## config.mk

```make
export PLATFORM = sky130hd
export DESIGN_NAME = mem_port_arbiter_flat
export DESIGN_NICKNAME = d
export VERILOG_FILES = /design/src/rtl/simple_pkg.sv /design/src/rtl/mem_port_arbiter_if.sv /design/src/rtl/mem_port_arbiter.sv /design/src/flat_wrapper.sv
export SDC_FILE = /design/constraint.sdc
export NUM_CORES = 1
export LEC_CHECK = 0
export ABC_CLOCK_PERIOD_IN_PS = 4250
export BUFFER_PORTS_ARGS = -buffer_cell sky130_fd_sc_hd__buf_2
export CAP_MARGIN = 40
export CORE_AREA = 2 2 73 75
export CTS_BUF_LIST = sky130_fd_sc_hd__clkbuf_4
export DETAILED_ROUTE_END_ITERATION = 10
export DIE_AREA = 0 0 75 77
export GPL_TIMING_DRIVEN = 0
export PLACE_DENSITY = 0.78
export SLEW_MARGIN = 25
export SYNTH_ARGS = -nofsm -noshare
export SYNTH_HDL_FRONTEND = slang
export SYNTH_SLANG_ARGS = --single-unit
export TNS_END_PERCENT = 10
```

## constraint.sdc

```tcl
create_clock -name clk -period 4.25 [get_ports clk]
set_clock_uncertainty 0.05 [all_clocks]
set_input_delay 0 -clock clk [delete_from_list [all_inputs] [get_ports clk]]
set_output_delay 0 -clock clk [all_outputs]
set_load 0.005 [all_outputs]
```

## src/rtl/simple_pkg.sv

```systemverilog
// Shared types and default widths for the SIMPLE pipeline memory-port logic.
package simple_pkg;

  localparam int unsigned DEF_AW = 16;
  localparam int unsigned DEF_DW = 16;

  typedef enum logic [1:0] {
    IDLE = 2'd0,
    ACC  = 2'd1,
    RESP = 2'd2
  } state_t;

  typedef enum logic {
    OWN_IF = 1'b0,
    OWN_DM = 1'b1
  } owner_t;

endpackage

```

## src/rtl/mem_port_arbiter_if.sv

```systemverilog
// Bundle of fetch, data-access and RAM-port signals around the memory arbiter.
interface mem_port_arbiter_if
  import simple_pkg::*;
#(
  parameter int unsigned AW = DEF_AW,
  parameter int unsigned DW = DEF_DW
);

  logic          if_req;
  logic [AW-1:0] if_addr;
  logic          if_ready;
  logic [DW-1:0] if_rdata;

  logic          dm_re;
  logic          dm_we;
  logic [AW-1:0] dm_addr;
  logic [DW-1:0] dm_wdata;
  logic          dm_ready;
  logic [DW-1:0] dm_rdata;
  logic          stall;

  logic [AW-1:0] mem_addr;
  logic [DW-1:0] mem_wdata;
  logic          mem_wren;
  logic [DW-1:0] mem_q;

  // Pipeline and RAM side
  modport master (
    output if_req, if_addr, dm_re, dm_we, dm_addr, dm_wdata, mem_q,
    input  if_ready, if_rdata, dm_ready, dm_rdata, stall,
           mem_addr, mem_wdata, mem_wren
  );

  // Arbiter side
  modport slave (
    input  if_req, if_addr, dm_re, dm_we, dm_addr, dm_wdata, mem_q,
    output if_ready, if_rdata, dm_ready, dm_rdata, stall,
           mem_addr, mem_wdata, mem_wren
  );

endinterface

```

## src/rtl/mem_port_arbiter.sv

```systemverilog
// Shares one single-port RAM between fetch and data access; data has priority,
// a starvation counter forces a fetch grant after STARVE_LIMIT data grants.
module mem_port_arbiter
  import simple_pkg::*;
#(
  parameter int unsigned AW           = DEF_AW,
  parameter int unsigned DW           = DEF_DW,
  parameter int unsigned STARVE_LIMIT = 4
) (
  input logic               clk,
  input logic               reset,
  mem_port_arbiter_if.slave bus
);

  localparam int unsigned  CW    = $clog2(STARVE_LIMIT + 1);
  localparam logic [CW-1:0] LIMIT = CW'(STARVE_LIMIT);

  state_t        state_q, state_d;
  owner_t        owner_q, owner_d;
  logic [AW-1:0] addr_q,  addr_d;
  logic [DW-1:0] wdata_q, wdata_d;
  logic          wren_q,  wren_d;
  logic [CW-1:0] cnt_q,   cnt_d;

  logic dm_req;
  logic dm_done;
  logic if_done;

  assign dm_req = bus.dm_re | bus.dm_we;

  always_ff @(posedge clk) begin
    if (reset) begin
      state_q <= IDLE;
      owner_q <= OWN_IF;
      addr_q  <= '0;
      wdata_q <= '0;
      wren_q  <= 1'b0;
      cnt_q   <= '0;
    end else begin
      state_q <= state_d;
      owner_q <= owner_d;
      addr_q  <= addr_d;
      wdata_q <= wdata_d;
      wren_q  <= wren_d;
      cnt_q   <= cnt_d;
    end
  end

  // Arbitration in IDLE; RAM port latched on the grant edge, write strobe lasts one ACC cycle
  always_comb begin
    state_d = state_q;
    owner_d = owner_q;
    addr_d  = addr_q;
    wdata_d = wdata_q;
    wren_d  = 1'b0;
    cnt_d   = cnt_q;
    unique case (state_q)
      IDLE: begin
        if (bus.if_req && (!dm_req || (cnt_q == LIMIT))) begin
          state_d = ACC;
          owner_d = OWN_IF;
          addr_d  = bus.if_addr;
          cnt_d   = '0;
        end else if (dm_req) begin
          state_d = ACC;
          owner_d = OWN_DM;
          addr_d  = bus.dm_addr;
          if (bus.dm_we) begin
            wdata_d = bus.dm_wdata;
            wren_d  = 1'b1;
          end
          if (!bus.if_req) begin
            cnt_d = '0;
          end else if (cnt_q != LIMIT) begin
            cnt_d = cnt_q + CW'(1);
          end
        end else begin
          cnt_d = '0;
        end
      end
      ACC: begin
        state_d = wren_q ? IDLE : RESP;
      end
      RESP: begin
        state_d = IDLE;
      end
      default: begin
        state_d = IDLE;
      end
    endcase
  end

  // Write completes in ACC, reads complete in RESP when RAM data is valid
  assign dm_done = (owner_q == OWN_DM) &&
                   (((state_q == ACC) && wren_q) || (state_q == RESP));
  assign if_done = (owner_q == OWN_IF) && (state_q == RESP);

  assign bus.dm_ready  = dm_done;
  assign bus.dm_rdata  = (dm_done && (state_q == RESP)) ? bus.mem_q : '0;
  assign bus.if_ready  = if_done;
  assign bus.if_rdata  = if_done ? bus.mem_q : '0;
  assign bus.stall     = dm_req & ~dm_done;

  assign bus.mem_addr  = addr_q;
  assign bus.mem_wdata = wdata_q;
  assign bus.mem_wren  = wren_q;

endmodule

```

## src/flat_wrapper.sv

```systemverilog
// flat-port wrapper written by rule: the top's interface ports become plain ports
module mem_port_arbiter_flat import simple_pkg::*;
#(
  parameter int unsigned AW           = DEF_AW,
  parameter int unsigned DW           = DEF_DW,
  parameter int unsigned STARVE_LIMIT = 4
)
  (clk, reset, bus_if_req, bus_if_addr, bus_dm_re, bus_dm_we, bus_dm_addr, bus_dm_wdata, bus_mem_q, bus_if_ready, bus_if_rdata, bus_dm_ready, bus_dm_rdata, bus_stall, bus_mem_addr, bus_mem_wdata, bus_mem_wren);
  mem_port_arbiter_if #(.AW(AW), .DW(DW)) bus_i ();
  input logic clk;
  input logic reset;
  input wire logic [$bits(bus_i.if_req)-1:0] bus_if_req;
  input wire logic [$bits(bus_i.if_addr)-1:0] bus_if_addr;
  input wire logic [$bits(bus_i.dm_re)-1:0] bus_dm_re;
  input wire logic [$bits(bus_i.dm_we)-1:0] bus_dm_we;
  input wire logic [$bits(bus_i.dm_addr)-1:0] bus_dm_addr;
  input wire logic [$bits(bus_i.dm_wdata)-1:0] bus_dm_wdata;
  input wire logic [$bits(bus_i.mem_q)-1:0] bus_mem_q;
  output wire logic [$bits(bus_i.if_ready)-1:0] bus_if_ready;
  output wire logic [$bits(bus_i.if_rdata)-1:0] bus_if_rdata;
  output wire logic [$bits(bus_i.dm_ready)-1:0] bus_dm_ready;
  output wire logic [$bits(bus_i.dm_rdata)-1:0] bus_dm_rdata;
  output wire logic [$bits(bus_i.stall)-1:0] bus_stall;
  output wire logic [$bits(bus_i.mem_addr)-1:0] bus_mem_addr;
  output wire logic [$bits(bus_i.mem_wdata)-1:0] bus_mem_wdata;
  output wire logic [$bits(bus_i.mem_wren)-1:0] bus_mem_wren;
  assign bus_i.if_req = bus_if_req;
  assign bus_i.if_addr = bus_if_addr;
  assign bus_i.dm_re = bus_dm_re;
  assign bus_i.dm_we = bus_dm_we;
  assign bus_i.dm_addr = bus_dm_addr;
  assign bus_i.dm_wdata = bus_dm_wdata;
  assign bus_i.mem_q = bus_mem_q;
  assign bus_if_ready = bus_i.if_ready;
  assign bus_if_rdata = bus_i.if_rdata;
  assign bus_dm_ready = bus_i.dm_ready;
  assign bus_dm_rdata = bus_i.dm_rdata;
  assign bus_stall = bus_i.stall;
  assign bus_mem_addr = bus_i.mem_addr;
  assign bus_mem_wdata = bus_i.mem_wdata;
  assign bus_mem_wren = bus_i.mem_wren;
  mem_port_arbiter #(.AW(AW), .DW(DW), .STARVE_LIMIT(STARVE_LIMIT)) u_core (.clk(clk), .reset(reset), .bus(bus_i));
endmodule
```

; Word-level counts from Yosys, hierarchy flattened
; Cells that the tools add are included.
[word_totals]
regBits = 39
input_bits = 69
output_inout_bits = 68
wordCells = 49
[classes]
add_sub_neg = 1
n_eq_ne = 6
muxes = 15
bitwise_logic = 7
n_reduce_logical = 14
[ops]
columns = operator, n
row1 = two-way mux 16 bit, 4
row2 = two-way mux 3 bit, 4
row3 = two-way mux 2 bit, 3
row4 = logical AND 1 bit, 5
row5 = NOT 1 bit, 5
row6 = != test 4 bit (second input constant), 1
row7 = one-hot mux 2 bit (2 select lines), 1
row8 = AND reduction 2 bit, 2
row9 = AND reduction 4 bit, 1
row10 = OR reduction 4 bit, 1
row11 = adder 3 x 1 -> 3 bit (second input constant), 1
row12 = == test 3 bit (second input constant), 1
row13 = two-way mux 1 bit, 3
row14 = != test 3 x 1 -> 1 bit (second input constant), 1
row15 = != test 3 bit (second input constant), 1
row16 = == test 2 x 1 -> 1 bit (second input constant), 1
row17 = == test 2 bit (second input constant), 1
row18 = logical NOT 2 bit, 1
row19 = logical OR 1 bit, 2
row20 = nonzero test 2 bit, 1
row21 = AND 1 bit, 1
row22 = logical NOT 1 bit, 1
row23 = OR 1 bit, 1

; Logic depth before layout (Yosys ltp)
; Gate-level depths: netlist of the first run.
[logic_depth]
depth_word = 6
depth_mapped = 7
ltp_nobuf = 5

; Worst setup path before layout of the first run
; OpenSTA, ideal clock, no wires.
[synth_path]
path_type = register to register
start = reg u_core.cnt_q[0]
end = reg u_core.addr_q[0], in the netlist u_core.bus.mem_addr[0]
setup_ns = 0.091
arrival_time_ns = 1.478
t_required_ns = 4.109
setup_slack_ns = 2.631
stages_incl_launch_ff = 7
path_buffers = 1
synth_period_minus_slack_ns = 1.619
cell_sequence = dfxtp_1 inv_1 ha_1 a2bb2oi_1 buf_2 o21ai_0 a311oi_1
[synth_between]
elab_chain_cells = 5
elab_cells_between_ends = 6
cone_classes = eq/ne: 1 / mux: 1 / reduce/logical: 4
[synth_lines]
columns = element, line
row1 = "start, declared", mem_port_arbiter.sv:23  ; logic [CW-1:0] cnt_q, cnt_d;
row2 = "start signal, assigned", mem_port_arbiter.sv:45  ; cnt_q <= cnt_d;
row3 = == test 3 bit (*), mem_port_arbiter.sv:59  ; if (bus.if_req && (!dm_req || (cnt_q == LIMIT))) begin
row4 = logical OR 1 bit (*), mem_port_arbiter.sv:59
row5 = logical AND 1 bit (*), mem_port_arbiter.sv:59
row6 = nonzero test 2 bit (no source line), n/a
row7 = AND reduction 2 bit (no source line), n/a
row8 = "end signal, assigned", mem_port_arbiter.sv:42  ; addr_q <= addr_d;
row9 = "end, declared", mem_port_arbiter.sv:20  ; logic [AW-1:0] addr_q, addr_d;
; Mark *: on every way between the ends. The rest lies on a longest branch, timed or not.
; A chain may end at the register's enable or synchronous reset.

; Worst setup path after layout of the first run
[layout_path]
start = reg u_core.cnt_q[0]
end = reg u_core.addr_q[7], in the netlist u_core.bus.mem_addr[7]
; Same word-level chain as after synthesis.

==> flow_metrics.env, run 1 <==
export IMPL_maxSlewHeadroom=0.620
export IMPL_cts_sinks=39
export IMPL_root_buffer="sky130_fd_sc_hd__clkbuf_4"
export IMPL_vdd_ir_drop_max_mv=0.194
export IMPL_hold_slack_ns=0.000319
export IMPL_yosys_cell_count_top_type="sky130_fd_sc_hd__dfxtp_1"
export IMPL_max_freq_mhz=367
export IMPL_drt_wl_total_um=7660
export IMPL_ys_warn_count=0
export IMPL_drt_iter0_drc=152
export IMPL_drt_pre_antenna_iters=4
export IMPL_placed_area_um2=2740
export IMPL_critical_path_startpoint_type="register"
export IMPL_stdcell_area_um2=3280
export IMPL_run_status="finished clean"
export IMPL_grt_start_max_net_pins=13
export IMPL_dieHeight_um=77
export IMPL_portBuffers=135
export IMPL_cts_path_max_buffers=2
export IMPL_floorplan_initialDensity=0.396
export IMPL_postCtsSetupBuffers=0
export IMPL_via_per_inst=5.30
export IMPL_netlist_area_um2=1970
export IMPL_grt_pass1_wl_um=11800
export IMPL_power_static_leakage_nw=1.56
export IMPL_worst_ep_arrival_time_ns=2.97
export IMPL_antenna_cells=0
export IMPL_detail_route_drc_violations=0
export IMPL_synthArstFlopShare=0
export IMPL_area_growth_syn_to_layout_pct=66.2
export IMPL_fin_crit_sh=0.640
export IMPL_synth_yosys_seq_area_share=0.396
export IMPL_count_of_distinct_cell_types_in_the_synthesized_netlist=32
export IMPL_synth_edff_count=0
export IMPL_placement_rows=26
export IMPL_rsz_0062_raised_after_global_routing="false"
export IMPL_synth_top_cells_by_area="sky130_fd_sc_hd__dfxtp_1 (40%), sky130_fd_sc_hd__and2_1 (10%), sky130_fd_sc_hd__a21oi_1 (9.1%)"
export IMPL_hpwl_dp_um=4880
export IMPL_preCtsSetupSlack_ns=2.25
export IMPL_max_slew_violation_count=0
export IMPL_cts_resized=0
export IMPL_rr_worst_depth=7
export IMPL_synthesis_nets=318
export IMPL_yosysTopAreaCell="sky130_fd_sc_hd__dfxtp_1"
export IMPL_placedCellCount=452
export IMPL_syn_area_per_cell_um2=7.99
export IMPL_worst_setup_path_endpoint="u_core.bus.mem_addr[7]$_SDFFE_PP0P_"
export IMPL_required_ns=4.50
export IMPL_grt_pass1_vias=2513
export IMPL_finish_net_count=509
export IMPL_die_span_in_x_um=75
export IMPL_synth_common_cells="sky130_fd_sc_hd__dfxtp_1 (39), sky130_fd_sc_hd__a21oi_1 (36), sky130_fd_sc_hd__nand3_1 (33), sky130_fd_sc_hd__and2_1 (32), sky130_fd_sc_hd__o21ai_0 (31)"
export IMPL_synth_seq_cells=39
export IMPL_ff_to_ff_end="u_core.bus.mem_addr[7]$_SDFFE_PP0P_"
export IMPL_finalWorstPathRequiredPeriod_ns=2.72
export IMPL_finalPower_mw=0.859
export IMPL_setup_viol=0
export IMPL_cts_hold_buffers=49
export IMPL_initial_antenna_violation_count=0
export IMPL_h_tree_level_count=2
export IMPL_kind_of_path_behind_the_tightest_hold_check="in2reg"
export IMPL_layout_core_utilization=0.659
export IMPL_worstSetupStartpoint="u_core.cnt_q[0]$_SDFFE_PP0P_"
export IMPL_postRouteAntennaNets=0
export IMPL_max_slew_worst_pin_slew_ns=0.568
export IMPL_timing_reg2reg_setup_slack_ns=1.53
export IMPL_coreArea_um2=4980
export IMPL_grtUsageTotal=0.260
export IMPL_path_max_fanout=10
export IMPL_grt_remaining_overflow=0
export IMPL_gp_congestion=0.888
export IMPL_cts_buffers=5
export IMPL_setup_tns_final_ns=0
export IMPL_io_pins=137
export IMPL_p_per_area_nw_per_um2=262
export IMPL_syn_inst=247
export IMPL_final_layout_size_suffix_gt1_frac=0.351
export IMPL_worst_setup_path_end_kind="register"
export IMPL_floorplan_die_area_um2=5780
export IMPL_via_count=2700
export IMPL_insertion_delay_ns=0.34
export IMPL_clock_transition_at_the_registers_of_the_reported_paths_ns=0.12
export IMPL_final_hold_violation_count=0
export IMPL_cts_tree="built"
export IMPL_max_cap_viols=0
export IMPL_synth_top_cell_area_share=0.396
export IMPL_layout_cells_non_filler=509
export IMPL_setup_slack_ns=1.53
export IMPL_synth_top_flop_cell="sky130_fd_sc_hd__dfxtp_1"
export IMPL_regToRegStartpoint="u_core.cnt_q[0]$_SDFFE_PP0P_"
export IMPL_routed_wire_length_per_instance_um=15.1
export IMPL_crit_type="reg2reg"
[power by group]
part / leakage [nW] / switching [mW] / internal [mW]
Combinational: 1.21 / 0.121 / 0.134
Clock: 0.0263 / 0.125 / 0.0607
Sequential: 0.322 / 0.0187 / 0.399
Total: 1.56 / 0.265 / 0.594
[layout make-up]
type | count | area [um^2]
Fill cell | 426 | 1700
Tap cell | 70 | 87.6
Sequential cell | 39 | 781
Clock inverter | 3 | 15.0
Clock buffer | 5 | 37.5
Multi-Input combinational cell | 179 | 1070
Buffer | 23 | 103
Timing Repair Buffer | 184 | 1170
Inverter | 6 | 22.5
[worst min-delay path by stage]
stage,depth (start not counted),start,endpoint
after CTS,2,reset,u_core.bus.mem_wdata[3]$_SDFFE_PP0P_
after floorplan,1,bus_mem_q[0],bus_dm_rdata[0]
after detailed placement,3,bus_dm_wdata[9],u_core.bus.mem_wdata[9]$_SDFFE_PP0P_
after global placement,3,bus_dm_wdata[10],u_core.bus.mem_wdata[10]$_SDFFE_PP0P_
final,2,reset,u_core.bus.mem_wdata[0]$_SDFFE_PP0P_
after global routing,2,reset,u_core.cnt_q[0]$_SDFFE_PP0P_
[placed cells by master, fill, tap and decap left out]
cell | Yosys | layout
sky130_fd_sc_hd__a2111o_1 | 2 | 2
sky130_fd_sc_hd__a21oi_1 | 36 | 36
sky130_fd_sc_hd__a21oi_2 | 1 | 1
sky130_fd_sc_hd__a2bb2oi_1 | 1 | 1
sky130_fd_sc_hd__a311oi_1 | 17 | 17
sky130_fd_sc_hd__a31oi_1 | 1 | 1
sky130_fd_sc_hd__and2_1 | 32 | 32
sky130_fd_sc_hd__and3_1 | 1 | 1
sky130_fd_sc_hd__buf_2 | 7 | 142
sky130_fd_sc_hd__buf_4 | 2 | 2
sky130_fd_sc_hd__clkbuf_1 | 14 | 14
sky130_fd_sc_hd__clkbuf_4 | 0 | 5
sky130_fd_sc_hd__clkinv_1 | 0 | 2
sky130_fd_sc_hd__clkinvlp_4 | 0 | 1
sky130_fd_sc_hd__dfxtp_1 | 39 | 39
sky130_fd_sc_hd__dlygate4sd3_1 | 0 | 49
sky130_fd_sc_hd__ha_1 | 2 | 2
sky130_fd_sc_hd__inv_1 | 5 | 5
sky130_fd_sc_hd__inv_2 | 1 | 1
sky130_fd_sc_hd__nand2_1 | 3 | 3
sky130_fd_sc_hd__nand2b_1 | 1 | 1
sky130_fd_sc_hd__nand3_1 | 33 | 33
sky130_fd_sc_hd__nand3b_1 | 1 | 1
sky130_fd_sc_hd__nor2_1 | 5 | 5
sky130_fd_sc_hd__nor2b_1 | 1 | 1
sky130_fd_sc_hd__nor3_1 | 1 | 1
sky130_fd_sc_hd__nor3b_2 | 1 | 1
sky130_fd_sc_hd__nor4b_1 | 1 | 1
sky130_fd_sc_hd__o21ai_0 | 31 | 31
sky130_fd_sc_hd__o21ai_1 | 2 | 2
sky130_fd_sc_hd__o2bb2ai_2 | 1 | 1
sky130_fd_sc_hd__or2_1 | 1 | 1
sky130_fd_sc_hd__or3_1 | 1 | 1
sky130_fd_sc_hd__or3b_1 | 1 | 1
sky130_fd_sc_hd__or4_1 | 1 | 1
sky130_fd_sc_hd__or4b_1 | 1 | 1
[cells by family (layout without fill, tap and decap cells)]
group | Yosys count | in the layout | synth area share
AO/OA/AOI/OAI | 92 | 92 | 0.282
AND/OR/NAND/NOR | 85 | 85 | 0.247
flip-flops | 39 | 39 | 0.396
buffers and inverters | 29 | 221 | 0.0634
adder cells (fa/ha/maj) | 2 | 2 | 0.0127
[registers in the layout, indices dropped and copies added, names as in the netlist]
register              cells
u_core.bus.mem_wdata     16
u_core.bus.mem_addr      16
u_core.cnt_q              3
u_core.bus.mem_wren       1
u_core.owner_q            1
u_core.state_q            2
[routing by layer]
layer,track usage,vias to the layer above,part of all wire
li1,-,1285,-
met1,0.284,1238,0.37
met2,0.470,156,0.51
met3,0.0631,21,0.096
met4,0.0946,0,0.022
met5,0,-,0
[worst max-delay path, cell delays in order (launching register included)]
cell,delay (ns)
sky130_fd_sc_hd__dfxtp_1,0.39
sky130_fd_sc_hd__inv_1,0.07
sky130_fd_sc_hd__ha_1,0.29
sky130_fd_sc_hd__a2bb2oi_1,0.51
sky130_fd_sc_hd__buf_2,0.31
sky130_fd_sc_hd__o21ai_0,0.13
sky130_fd_sc_hd__a311oi_1,0.32
sky130_fd_sc_hd__dlygate4sd3_1,0.60
Power figures use the tool's default switching activity.
==> run 2: changes to the inputs <==
- ABC_AREA: not set -> 1
- ABC_CLOCK_PERIOD_IN_PS: 4250 -> 2540
- CORE_AREA: 2 2 73 75 -> 2 2 75 77
- DIE_AREA: 0 0 75 77 -> 0 0 77 79
- PLACE_DENSITY: 0.78 -> 0.77
- clock period: 4.25 -> 2.54 ns (I/O delays scaled with it)
==> flow_metrics.env, run 2 <==
export IMPL_multiInputGateArea_um2=1030
export IMPL_ys_warn_count=0
export IMPL_via_per_inst=4.69
export IMPL_drt_iter0_drc=59
export IMPL_path_max_fanout=10
export IMPL_rsz_0062_raised_after_global_routing="false"
export IMPL_ff_to_ff_end="u_core.bus.mem_addr[7]$_SDFFE_PP0P_"
export IMPL_routed_wire_length_per_instance_um=11.8
export IMPL_max_slew_violation_count=0
export IMPL_synth_seq_cells=39
export IMPL_max_cap_viols=0
export IMPL_layout_common_cells="sky130_fd_sc_hd__buf_2 (139), sky130_fd_sc_hd__nand2_1 (71), sky130_fd_sc_hd__nor2_1 (56)"
export IMPL_setup_viol=0
export IMPL_antenna_cells=0
export IMPL_worst_path_most_repeated_cell="sky130_fd_sc_hd__nand2_1"
export IMPL_die_span_in_x_um=77
export IMPL_n_fill_cell=494
export IMPL_placement_rows=27
export IMPL_power_static_leakage_nw=1.94
export IMPL_synth_top_cells_by_area="sky130_fd_sc_hd__dfxtp_1 (37%), sky130_fd_sc_hd__nand2_1 (13%), sky130_fd_sc_hd__nand3b_1 (10%)"
export IMPL_worst_setup_path_endpoint="u_core.bus.mem_addr[7]$_SDFFE_PP0P_"
export IMPL_synth_top_cell_area_share=0.371
export IMPL_max_slew_worst_pin_slew_ns=0.456
export IMPL_placedCellCount=526
export IMPL_initial_antenna_violation_count=0
export IMPL_worst_setup_path_end_kind="register"
export IMPL_critPathMaxStageDelay_ns=0.55
export IMPL_hpwl_dp_um=4440
export IMPL_layout_cells_non_filler=585
export IMPL_regToRegStartpoint="u_core.cnt_q[0]$_SDFFE_PP0P_"
export IMPL_rr_worst_depth=10
export IMPL_cts_tree="built"
export IMPL_detail_route_drc_violations=0
export IMPL_syn_inst=320
export IMPL_yosys_cell_count_top_type="sky130_fd_sc_hd__nand2_1"
export IMPL_grtUsageTotal=0.221
export IMPL_final_hold_violation_count=0
export IMPL_finish_net_count=583
export IMPL_grt_pass1_vias=2606
export IMPL_drt_pre_antenna_iters=5
export IMPL_detailroute_wirelength_met3_um=502
export IMPL_max_freq_mhz=441
export IMPL_final_layout_size_suffix_gt1_frac=0.320
export IMPL_floorplan_die_area_um2=6080
export IMPL_dieHeight_um=79
export IMPL_h_tree_level_count=2
export IMPL_gp_congestion=0.748
export IMPL_area_growth_syn_to_layout_pct=64.3
export IMPL_yosysTopAreaCell="sky130_fd_sc_hd__dfxtp_1"
export IMPL_synth_common_cells="sky130_fd_sc_hd__nand2_1 (71), sky130_fd_sc_hd__nor2_1 (56), sky130_fd_sc_hd__inv_1 (47), sky130_fd_sc_hd__dfxtp_1 (39), sky130_fd_sc_hd__nand3b_1 (28)"
export IMPL_count_of_distinct_cell_types_in_the_synthesized_netlist=20
export IMPL_clock_transition_at_the_registers_of_the_reported_paths_ns=0.13
export IMPL_layout_core_utilization=0.647
export IMPL_critical_path_startpoint_type="register"
export IMPL_crit_type="reg2reg"
export IMPL_required_ns=2.74
export IMPL_route_met2_wl_um=3550
export IMPL_timing_reg2reg_setup_slack_ns=0.27
export IMPL_finalWorstPathRequiredPeriod_ns=2.27
export IMPL_critical_path_slowest_cell="sky130_fd_sc_hd__dlygate4sd3_1"
export IMPL_fin_crit_sh=0.894
export IMPL_cts_sinks=39
export IMPL_coreArea_um2=5340
export IMPL_synthArstFlopShare=0
export IMPL_drt_wl_total_um=6890
export IMPL_grt_start_max_net_pins=14
export IMPL_postRouteAntennaNets=0
export IMPL_p_per_area_nw_per_um2=456
export IMPL_grt_remaining_overflow=0
export IMPL_routed_top_layer="met4"
export IMPL_synth_edff_count=0
export IMPL_portBuffers=134
export IMPL_cts_buffers=5
export IMPL_insertion_delay_ns=0.35
export IMPL_cp_cell_sequence="inv_1 -> ha_1 -> nand2_1 -> o21ai_4 -> nand2_2 -> clkbuf_1 -> nand2_1 -> nand3_1 -> dlygate4sd3_1 -> nand2_1"
export IMPL_cts_path_max_buffers=2
export IMPL_io_pins=137
export IMPL_synth_yosys_seq_area_share=0.371
export IMPL_syn_area_per_cell_um2=6.57
export IMPL_synth_top_flop_cell="sky130_fd_sc_hd__dfxtp_1"
export IMPL_worstSetupStartpoint="u_core.cnt_q[0]$_SDFFE_PP0P_"
export IMPL_final_seq_area_um2=781
export IMPL_via_count=2746
export IMPL_postCtsSetupBuffers=0
export IMPL_layout_cells_most_common="sky130_fd_sc_hd__buf_2"
export IMPL_netlist_area_um2=2100
export IMPL_worst_ep_arrival_time_ns=2.47
export IMPL_synthesis_nets=391
export IMPL_kind_of_path_behind_the_tightest_hold_check="in2reg"
export IMPL_setup_tns_final_ns=0
export IMPL_floorplan_initialDensity=0.394
export IMPL_grt_pass1_wl_um=11100
export IMPL_route_layer_met1_wl_um=2730
export IMPL_maxSlewHeadroom=0.696
export IMPL_vdd_ir_drop_max_mv=0.385
export IMPL_run_status="finished clean"
export IMPL_root_buffer="sky130_fd_sc_hd__clkbuf_4"
==> run 2: cell types whose count changed after synthesis, moves of 4 or more <==
cell                       before  now
sky130_fd_sc_hd__a21oi_1       36   22
sky130_fd_sc_hd__a311oi_1      17    0
sky130_fd_sc_hd__and2_1        32    0
sky130_fd_sc_hd__buf_4          2    6
sky130_fd_sc_hd__clkbuf_1      14    4
sky130_fd_sc_hd__inv_1          5   47
sky130_fd_sc_hd__nand2_1        3   71
sky130_fd_sc_hd__nand3_1       33   24
sky130_fd_sc_hd__nand3b_1       1   28
sky130_fd_sc_hd__nor2_1         5   56
sky130_fd_sc_hd__o21ai_0       31    2
==> run 2: cells by family (layout without fill, tap and decap cells) <==
kind of cell               count (synthesis)  in the layout  synth area share
AOI/OAI and AO/OA                         25             25            0.0649
DFF                                       39             39             0.371
adders and majority gates                  2              2            0.0119
and+or+nand+nor                          187            187             0.411
buffers and inverters                     67            260             0.140
==> run 2: critical path, delay by kind of cell, from the launching register on <==
family	cells	cell delay, ns
fa+ha+maj	1	0.20
simple gates	5	0.47
buf+inv	3	0.97
compound gates	1	0.12
flops	1	0.36
==> run 2: metrics by stage <==
stage / area [um^2] / worst slack, ns / hold slack (ns) / power [mW]
finish: 3450 / 0.270 / 0.114 / 1.57
detailed placement: 2860 / 0.839 / 0.238 / 1.08
CTS: 3450 / 0.294 / 0.0937 / 1.57
floorplan: 2100 / 1.09 / 0.0426 / 0.925
global route: 3450 / 0.0938 / 0.169 / 1.68
global placement: 2860 / 0.904 / 0.232 / 1.08
==> run 2: layout make-up <==
type / instances / share of cell area
Tap cell: 72 / 0.0261
Buffer: 17 / 0.0311
Timing Repair Buffer: 185 / 0.342
Multi-Input combinational cell: 214 / 0.297
Inverter: 50 / 0.0543
Sequential cell: 39 / 0.226
Clock buffer: 5 / 0.0109
Clock inverter: 3 / 0.0127
==> run 2: how the worst min path moves through the flow <==
stage / startpoint / to / slack (ns) / cells past startpoint
global placement: bus_dm_addr[9] / u_core.bus.mem_addr[9]$_SDFFE_PP0P_ / 0.23 / 5
global route: bus_dm_re / u_core.cnt_q[0]$_SDFFE_PP0P_ / 0.17 / 5
floorplan: bus_mem_q[0] / bus_dm_rdata[0] / 0.04 / 2
detailed placement: bus_dm_addr[9] / u_core.bus.mem_addr[9]$_SDFFE_PP0P_ / 0.24 / 5
finish: bus_dm_re / u_core.cnt_q[0]$_SDFFE_PP0P_ / 0.11 / 5
CTS: bus_dm_re / u_core.cnt_q[0]$_SDFFE_PP0P_ / 0.09 / 5
==> run 2: report_power, final <==
group | internal (mW) | total (mW) | switching [mW]
Clock | 0.207 | 0.420 | 0.213
Combinational | 0.230 | 0.445 | 0.214
Sequential | 0.674 | 0.709 | 0.0357
Total | 1.11 | 1.57 | 0.463
==> run 2: metal layers <==
metal,global-route usage,vias to the layer above
li1,-,1363
met1,0.237,1263
met2,0.425,110
met3,0.0489,10
met4,0.0768,0
met5,0,-
==> run 2: repair_timing <==
action	4_1_cts	5_1_grt
endpoints found under the hold margin	37	0
gates resized for setup	0	0
hold buffers	51	0
==> run 3: changes to the inputs <==
- CTS_BUF_LIST: sky130_fd_sc_hd__clkbuf_4 -> not set
==> flow_metrics.env, run 3 (same netlist as run 2, synthesis figures left out) <==
export IMPL_cts_sinks=39
export IMPL_hold_path_endpoint="u_core.bus.mem_wdata[8]$_SDFFE_PP0P_"
export IMPL_grt_remaining_overflow=0
export IMPL_routed_wire_length_per_instance_um=11.8
export IMPL_met1_usage=0.237
export IMPL_area_growth_syn_to_layout_pct=64.9
export IMPL_kind_of_cell_adding_the_most_delay_to_the_critical_path="buffers and inverters"
export IMPL_h_tree_level_count=2
export IMPL_setup_viol=0
export IMPL_rr_worst_depth=10
export IMPL_drt_iter0_drc=86
export IMPL_detail_route_drc_violations=0
export IMPL_pwr_share_seq=0.424
export IMPL_dieHeight_um=79
export IMPL_global_route_usage_met3=0.0545
export IMPL_hold_path_cell_count=4
export IMPL_required_ns=2.68
export IMPL_critPathMaxStageDelay_ns=0.55
export IMPL_multiInputGateArea_um2=1030
export IMPL_initial_antenna_violation_count=0
export IMPL_placed_area_um2=2860
export IMPL_run_status="finished clean"
export IMPL_grt_start_max_net_pins=14
export IMPL_vdd_ir_drop_max_mv=0.412
export IMPL_rsz_0062_raised_after_global_routing="false"
export IMPL_internal_power_mw=1.19
export IMPL_max_slew_worst_pin_slew_ns=0.455
export IMPL_cts_tree="built"
export IMPL_critical_path_slowest_cell="sky130_fd_sc_hd__dlygate4sd3_1"
export IMPL_root_buffer="sky130_fd_sc_hd__clkbuf_8"
export IMPL_worst_path_most_repeated_cell="sky130_fd_sc_hd__nand2_1"
export IMPL_grt_pass1_wl_um=11000
export IMPL_regToRegStartpoint="u_core.cnt_q[0]$_SDFFE_PP0P_"
export IMPL_path_max_fanout=10
export IMPL_via_per_inst=4.68
export IMPL_finalWorstPathRequiredPeriod_ns=2.26
export IMPL_worst_setup_path_end_kind="register"
export IMPL_antenna_cells=0
export IMPL_n_fill_cell=494
export IMPL_finalPower_mw=1.67
export IMPL_hold_path_startpoint="bus_dm_wdata[8]"
export IMPL_insertion_delay_ns=0.29
export IMPL_kind_of_path_behind_the_tightest_hold_check="in2reg"
export IMPL_via_count=2729
export IMPL_critPathBufInv=3
export IMPL_setup_tns_final_ns=0
export IMPL_drt_wl_total_um=6900
export IMPL_placement_rows=27
export IMPL_grt_pass1_vias=2616
export IMPL_met2_resource_use_gr=0.416
export IMPL_max_slew_violation_count=0
export IMPL_critical_path_startpoint_type="register"
export IMPL_cts_buffers=5
export IMPL_layout_cells_most_common="sky130_fd_sc_hd__buf_2"
export IMPL_grtUsageTotal=0.221
export IMPL_share_clk_of_total_power=0.311
export IMPL_hpwl_dp_um=4440
export IMPL_final_seq_area_um2=781
export IMPL_worst_ep_arrival_time_ns=2.40
export IMPL_portBuffers=134
export IMPL_p_comb_frac=0.265
export IMPL_clock_transition_at_the_registers_of_the_reported_paths_ns=0.09
export IMPL_floorplan_initialDensity=0.394
export IMPL_timing_reg2reg_setup_slack_ns=0.28
export IMPL_floorplan_die_area_um2=6080
export IMPL_max_cap_viols=0
export IMPL_postRouteAntennaNets=0
export IMPL_top_usage_layer="met2"
export IMPL_switching_share=0.285
export IMPL_final_hold_violation_count=0
export IMPL_cts_path_max_buffers=2
export IMPL_ff_to_ff_end="u_core.bus.mem_addr[7]$_SDFFE_PP0P_"
export IMPL_cp_cell_sequence="inv_1 -> ha_1 -> nand2_1 -> o21ai_4 -> nand2_2 -> clkbuf_1 -> nand2_1 -> nand3_1 -> dlygate4sd3_1 -> nand2_1"
export IMPL_gp_congestion=0.748
export IMPL_power_static_leakage_nw=1.95
export IMPL_fin_crit_sh=0.889
export IMPL_drt_pre_antenna_iters=4
export IMPL_layout_common_cells="sky130_fd_sc_hd__buf_2 (139), sky130_fd_sc_hd__nand2_1 (71), sky130_fd_sc_hd__nor2_1 (56)"
export IMPL_p_per_area_nw_per_um2=482
export IMPL_final_layout_size_suffix_gt1_frac=0.321
export IMPL_crit_type="reg2reg"
export IMPL_io_pins=137
export IMPL_hold_slack_ns=0.0433
export IMPL_max_freq_mhz=443
export IMPL_finish_net_count=581
export IMPL_die_span_in_x_um=77
export IMPL_coreArea_um2=5340
export IMPL_power_switching_mw=0.476
export IMPL_maxSlewHeadroom=0.697
export IMPL_stdcell_area_um2=3470
## run 3: cell count changes in the layout (fill, tap and decap cells not counted), sizes merged
cell / change
dlygate4sd3: -2
## run 3: power groups by stage
| stage | clock (mW) | combinational, mW | sequential, mW |
|---|---|---|---|
| floorplan | 0 | 0.201 | 0.723 |
| global placement | 0 | 0.356 | 0.719 |
| detailed placement | 0 | 0.365 | 0.720 |
| CTS | 0.523 | 0.435 | 0.707 |
| global route | 0.557 | 0.494 | 0.715 |
| finish | 0.519 | 0.443 | 0.708 |
## run 3: what timing repair did
| action | CTS | global route |
|---|---|---|
| buffers inserted | 0 | 0 |
| gates resized for setup | 0 | 0 |
| hold buffers | 49 | 0 |
| hold endpoints to repair | 34 | 0 |
## run 3: final cells by class
| cell class | instances | area share |
|---|---|---|
| clock buffer | 5 | 0.0199 |
| multi-input combinational | 214 | 0.296 |
| clock inverter | 3 | 0.0126 |
| buffer | 17 | 0.0310 |
| inverter | 50 | 0.0542 |
| tap | 72 | 0.0260 |
| sequential | 39 | 0.225 |
| timing repair buffer | 183 | 0.335 |
## run 3: routing by layer
metal  vias to the layer above  wire length, um
met3                        12              549
li1                       1359                -
met4                         0              125
met5                         -                0
met2                       113             3530
met1                      1245             2690
## run 3: stage by stage
stage	setup slack (ns)	utilization	cells
CTS	0.305	0.649	583
detailed placement	0.839	0.536	526
global placement	0.904	0.536	526
floorplan	1.09	-	320
global route	0.103	0.649	583
finish	0.282	0.649	583
## run 3: worst max path at each step
stage,from,depth (start not counted),slack (ns),end
after floorplan,u_core.cnt_q[0]$_SDFFE_PP0P_,9,1.09,u_core.bus.mem_addr[6]$_SDFFE_PP0P_
after global placement,u_core.cnt_q[0]$_SDFFE_PP0P_,9,0.90,u_core.bus.mem_addr[7]$_SDFFE_PP0P_
after detailed placement,u_core.cnt_q[0]$_SDFFE_PP0P_,9,0.84,u_core.bus.mem_addr[6]$_SDFFE_PP0P_
after CTS,u_core.cnt_q[0]$_SDFFE_PP0P_,10,0.31,u_core.bus.mem_addr[6]$_SDFFE_PP0P_
after global routing,u_core.cnt_q[0]$_SDFFE_PP0P_,10,0.10,u_core.bus.mem_addr[8]$_SDFFE_PP0P_
final,u_core.cnt_q[0]$_SDFFE_PP0P_,10,0.28,u_core.bus.mem_addr[7]$_SDFFE_PP0P_
## run 3: tightest hold or removal path, cell delays in order
cell                       delay (ns)
sky130_fd_sc_hd__buf_2           0.08
sky130_fd_sc_hd__nand3b_1        0.12
sky130_fd_sc_hd__nand2_1         0.06
sky130_fd_sc_hd__nor2_1          0.09
